File: src/rtl/alu_control_unit.sv
// alu_control_unit: multi-cycle fetch/decode/execute sequencer that drives a 16-bit ALU and register file.
// Latency: 3 cycles per instruction (FETCH, DECODE, EXEC). Each cycle spent waiting for i_imem_ack adds one cycle.
// Backpressure: o_imem_req and o_pc stay stable until i_imem_ack. There are no other stall points.
// Ports: i_clk/i_rst_n clock and async active-low reset; i_start leaves IDLE;
//    o_pc/o_imem_req/i_imem_ack/i_instr instruction fetch handshake;
//    o_alu_control, o_ra_addr/o_rb_addr/o_rd_addr, o_sel_imm, o_imm, o_reg_we datapath control;
//    i_mayor/i_paridad/i_zero ALU flags in; o_flags latched {mayor, paridad, zero}; o_halted HALT indicator.
module alu_control_unit #(
   parameter int N    = 16,
   parameter int PC_W = 8
) (
   input  logic            i_clk,
   input  logic            i_rst_n,
   input  logic            i_start,
   output logic [PC_W-1:0] o_pc,
   output logic            o_imem_req,
   input  logic            i_imem_ack,
   input  logic [N-1:0]    i_instr,
   output logic [2:0]      o_alu_control,
   output logic [3:0]      o_ra_addr,
   output logic [3:0]      o_rb_addr,
   output logic [3:0]      o_rd_addr,
   output logic            o_sel_imm,
   output logic [N-1:0]    o_imm,
   output logic            o_reg_we,
   input  logic            i_mayor,
   input  logic            i_paridad,
   input  logic            i_zero,
   output logic [2:0]      o_flags,
   output logic            o_halted
);

   typedef enum logic [2:0] {S_IDLE, S_FETCH, S_DECODE, S_EXEC, S_HALT} state_t;

   localparam logic [3:0] OP_LDI  = 4'h6;
   localparam logic [3:0] OP_JMP  = 4'h7;
   localparam logic [3:0] OP_JZ   = 4'h8;
   localparam logic [3:0] OP_JC   = 4'h9;
   localparam logic [3:0] OP_JN   = 4'hA;
   localparam logic [3:0] OP_HALT = 4'hF;

   localparam logic [2:0] ALU_ADD    = 3'b000;
   localparam logic [2:0] ALU_SUB    = 3'b010;
   localparam logic [2:0] ALU_SHR    = 3'b001;
   localparam logic [2:0] ALU_SHL    = 3'b011;
   localparam logic [2:0] ALU_PASS_B = 3'b100;
   localparam logic [2:0] ALU_PASS_A = 3'b101;

   // Non-ALU opcodes leave the ALU on pass_a, which is also the reset code.
   function automatic logic [2:0] alu_code(input logic [3:0] op);
      case (op)
         4'h0:    alu_code = ALU_ADD;
         4'h1:    alu_code = ALU_SUB;
         4'h2:    alu_code = ALU_SHR;
         4'h3:    alu_code = ALU_SHL;
         4'h4:    alu_code = ALU_PASS_B;
         4'h5:    alu_code = ALU_PASS_A;
         4'h6:    alu_code = ALU_PASS_B;
         default: alu_code = ALU_PASS_A;
      endcase
   endfunction

   state_t          state_q, state_d;
   logic [PC_W-1:0] pc_q, pc_d;
   logic [N-1:0]    ir_q, ir_d;
   logic [2:0]      flags_q, flags_d;
   logic            req_q, req_d;
   logic            we_q, we_d;
   logic [2:0]      alu_q, alu_d;
   logic            sel_imm_q, sel_imm_d;
   logic            halted_q, halted_d;

   logic [3:0]      exec_op;
   logic [PC_W-1:0] pc_inc;
   logic [PC_W-1:0] target;

   assign exec_op = ir_q[15:12];
   assign pc_inc  = pc_q + PC_W'(1);   // wraps modulo 2^PC_W
   assign target  = ir_q[PC_W-1:0];

   always_comb begin
      state_d   = state_q;
      pc_d      = pc_q;
      ir_d      = ir_q;
      flags_d   = flags_q;
      req_d     = req_q;
      we_d      = 1'b0;                 // the write strobe lasts exactly one cycle (EXEC)
      alu_d     = alu_q;
      sel_imm_d = sel_imm_q;
      halted_d  = halted_q;
      case (state_q)
         S_IDLE: begin
            if (i_start) begin
               state_d = S_FETCH;
               req_d   = 1'b1;
            end
         end
         S_FETCH: begin
            if (i_imem_ack) begin
               // The ALU code and sel_imm are registered from the incoming word.
               // This lets them be valid in DECODE together with the IR-derived fields.
               ir_d      = i_instr;
               alu_d     = alu_code(i_instr[15:12]);
               sel_imm_d = (i_instr[15:12] == OP_LDI);
               req_d     = 1'b0;
               state_d   = S_DECODE;
            end
         end
         S_DECODE: begin
            we_d    = (exec_op <= OP_LDI);
            state_d = S_EXEC;
         end
         S_EXEC: begin
            state_d = S_FETCH;
            req_d   = 1'b1;
            case (exec_op)
               OP_JMP:  pc_d = target;
               OP_JZ:   pc_d = flags_q[0] ? target : pc_inc;
               OP_JC:   pc_d = flags_q[2] ? target : pc_inc;
               OP_JN:   pc_d = flags_q[1] ? target : pc_inc;
               OP_HALT: begin
                  state_d  = S_HALT;
                  req_d    = 1'b0;
                  halted_d = 1'b1;
               end
               default: begin
                  pc_d = pc_inc;
                  // Only ALU ops update flags. NOPs (B..E) leave them untouched.
                  if (exec_op <= OP_LDI) begin
                     flags_d = {i_mayor, i_paridad, i_zero};
                  end
               end
            endcase
         end
         S_HALT: begin
            state_d = S_HALT;
         end
         default: begin
            state_d = S_IDLE;
         end
      endcase
   end

   always_ff @(posedge i_clk or negedge i_rst_n) begin
      if (!i_rst_n) begin
         state_q   <= S_IDLE;
         pc_q      <= '0;
         ir_q      <= '0;
         flags_q   <= 3'b000;
         req_q     <= 1'b0;
         we_q      <= 1'b0;
         alu_q     <= ALU_PASS_A;
         sel_imm_q <= 1'b0;
         halted_q  <= 1'b0;
      end else begin
         state_q   <= state_d;
         pc_q      <= pc_d;
         ir_q      <= ir_d;
         flags_q   <= flags_d;
         req_q     <= req_d;
         we_q      <= we_d;
         alu_q     <= alu_d;
         sel_imm_q <= sel_imm_d;
         halted_q  <= halted_d;
      end
   end

   assign o_pc          = pc_q;
   assign o_imem_req    = req_q;
   assign o_reg_we      = we_q;
   assign o_alu_control = alu_q;
   assign o_sel_imm     = sel_imm_q;
   assign o_flags       = flags_q;
   assign o_halted      = halted_q;
   // The register fields decode straight from IR, which is zero after reset.
   assign o_rd_addr     = ir_q[11:8];
   assign o_ra_addr     = ir_q[7:4];
   assign o_rb_addr     = ir_q[3:0];
   assign o_imm         = {{(N-8){1'b0}}, ir_q[7:0]};

endmodule

File: config.mk
export PLATFORM = sky130hd
export DESIGN_NAME = alu_control_unit
export DESIGN_NICKNAME = d
export VERILOG_FILES = /design/src/rtl/alu_control_unit.sv
export SDC_FILE = /design/constraint.sdc
export NUM_CORES = 1
export LEC_CHECK = 0
export BUFFER_PORTS_ARGS = -buffer_cell sky130_fd_sc_hd__buf_2
export CORE_MARGIN = 2
export CORE_UTILIZATION = 50
export DETAILED_ROUTE_END_ITERATION = 8
export PLACE_DENSITY = 0.91
export SLEW_MARGIN = 10
export SYNTH_ARGS = -nofsm -noshare
export SYNTH_HDL_FRONTEND = slang
export SYNTH_SLANG_ARGS = --single-unit
File: constraint.sdc
create_clock -name i_clk -period 2.07 [get_ports i_clk]
set_clock_uncertainty 0.1 [all_clocks]
set_input_delay 0.3105 -clock i_clk [delete_from_list [all_inputs] [get_ports i_clk]]
set_output_delay 0.3105 -clock i_clk [all_outputs]
set_load 0.1 [all_outputs]
==> flow_summary.yaml <==
clock_tree:
  cts.sinks: 37
  path_clk_slew_ns: 0.07
  cts-buffers-inserted: 5
  root_buffer: "clkbuf_8"
  clk_latency_ns: 0.29
  cts_resized: 0
  cts_tree: "done"
  htree_num_levels: 2
  post_cts_buffers: 0
  cts_hold_buf: 0
  cts_buffer_depth: 2
timing:
  finalHoldViolCount: 0
  setup_violations: 0
  slew_headroom: 0.468
  tightestPinTransition_ns: 0.798
  report.final.slew_viol_count: 0
  fin_tns_setup_ns: 0
  fmax_mhz: 565
  rsz0062_at_grt: "false"
  finalCritPeriodShare: 0.855
  timing.final.ws_setup_ns: 0.300
  period_minus_slack_ns: 1.77
global_route:
  grt_pass1_vias: 1408
  grt_pass1_wl_um: 6490
  grt_max_degree: 38
  grt_usage: 0.195
  overflow: 0
  antenna_found_initial: 0
route:
  num_vias: 1488
  drt_first_pass_iters: 4
  ant_nets: 0
  drc: 0
  wl_per_cell_um: 14.6
  wl_um: 4040
  drtIter0Drc: 162
  vias_per_cell: 5.39
yosys:
  synth_edf_count: 0
  synthTopCellsByArea: "dfrtp_1 43%, buf_4 11%, mux2_2 9.5%"
  synth_seq_area_share: 0.460
  synth_cell_types: 52
  ys.flop_type: "dfrtp_1"
  syn_area_um2: 2020
  syn_avg_cell_area_um2: 11.2
  yosysWarnings: 0
  yosys_register_bits: 37
  async_reset_ff_frac: 1.00
  syn-instance-count: 181
  yosysTopAreaCellShare: 0.434
  synth_top_area_cell: "dfrtp_1"
setup_path:
  r2r_cells: 3
  critical_path_required_ns: 2.14
  worstPathMaxFanout: 10
  crit_arrival_ns: 1.84
  worstSetupPathType: "reg2reg"
  startpoint_type: "flop"
  worst_setup_path_end_kind: "flop"
placement:
  port_buffers: 60
  routabilityCongestion: 0.815
  preCtsSetupSlack_ns: 0.331
  hpwl_um: 2960
floorplan:
  start_util: 0.512
  die_x_um: 67.6
  core-area_um2: 3940
  rows: 23
  die-area_um2: 4560
  die_h_um: 67.6
  pin_count: 69
finish:
  insertedDiodeCount: 0
  area_growth_pct: 13.5
  multi_input_area_um2: 855
  fillCellCount: 331
  layout.nets: 249
  drive_gt1_frac: 0.478
  seqCellArea_um2: 932
job:
  drv_cap: 0
worst_hold_path:
  hold_path_class: "in2async"
outcome:
  status: "finished clean"
==> final timing paths <==
kind / start / slack (ns) / to
worst max-delay path: state_q[0] / 0.30 / o_flags[1]
worst min-delay path: i_rst_n / 0.003 / ir_q[10]
worst max register to register: state_q[0] / 0.30 / o_flags[1]
worst min register to register: o_halted / 0.40 / o_halted
max in group asynchronous: i_rst_n / 1.31 / o_flags[1]
min in group i_clk: i_zero / 0.13 / o_flags[0]
==> metal layers <==
layer	wire, um	vias to the layer above	track usage
met5	0	-	0
met1	1580	726	0.229
met4	84	0	0.0689
li1	-	694	-
met2	2090	58	0.330
met3	278	10	0.0667
==> flip-flops by register name, indices dropped and copies added (netlist names) <==
| name | count |
|---|---|
| ir_q | 16 |
| o_pc | 8 |
| o_alu_control | 3 |
| o_flags | 3 |
| state_q | 3 |
| o_halted | 1 |
| o_imem_req | 1 |
| o_reg_we | 1 |
| o_sel_imm | 1 |
==> final cells by class <==
type / instances / area share
Clock buffer: 7 / 0.0420
Clock inverter: 1 / 0.00218
Inverter: 5 / 0.00819
Multi-Input combinational cell: 113 / 0.373
Sequential cell: 37 / 0.407
Tap cell: 50 / 0.0273
Timing Repair Buffer: 63 / 0.141
==> critical path, stage by stage, from the launching register on <==
cell      delay, ns
dfrtp_1        0.53
nand3b_2       0.24
or3_1          0.44
mux2_1         0.35
==> cells in the final DEF (no fill, tap or decap), types with 4 or more instances in the layout <==
cell type / Yosys / routed
a21oi_1: 8 / 8
a2bb2oi_1: 4 / 4
buf_2: 2 / 60
clkbuf_8: 0 / 7
conb_1: 1 / 8
dfrtp_1: 35 / 32
inv_1: 5 / 5
mux2_2: 17 / 17
nand2_1: 7 / 7
nand3_1: 7 / 7
nor2_1: 11 / 11
==> cell families after synthesis <==
group | count (synthesis) | synth area share
flops | 37 | 0.460
simple gates | 50 | 0.158
mux | 23 | 0.129
fa+ha+maj | 1 | 0.00619
xor+xnor | 1 | 0.00434
compound gates | 30 | 0.108
other cells | 1 | 0.00186
buf+inv | 38 | 0.133
==> synthesized netlist by cell type (2+ instances only) <==
cell type,n
o21a_1,2
buf_4,30
dfrtp_1,35
mux2_2,17
a21oi_1,8
nor3_1,2
mux2_1,3
nand3_1,7
a311oi_1,3
o21ai_0,3
nor2_1,11
a2bb2oi_1,4
dfstp_2,2
mux2i_1,2
nand2_1,7
a31oi_1,2
buf_2,2
or2_1,2
inv_1,5
o22ai_1,2
==> per-stage QoR <==
stage                      util  cell area, um^2  cells  hold slack [ns]
final                     0.581             2290    276          0.00339
after CTS                 0.581             2290    276           0.0259
after global routing      0.581             2290    276           0.0731
after floorplan               -             2050    188          -0.0851
after detailed placement  0.556             2190    268            0.342
after global placement    0.556             2190    268            0.337
Power is not shown: default switching activity piles up to over one toggle a cycle in this logic, so the estimate is an artifact.
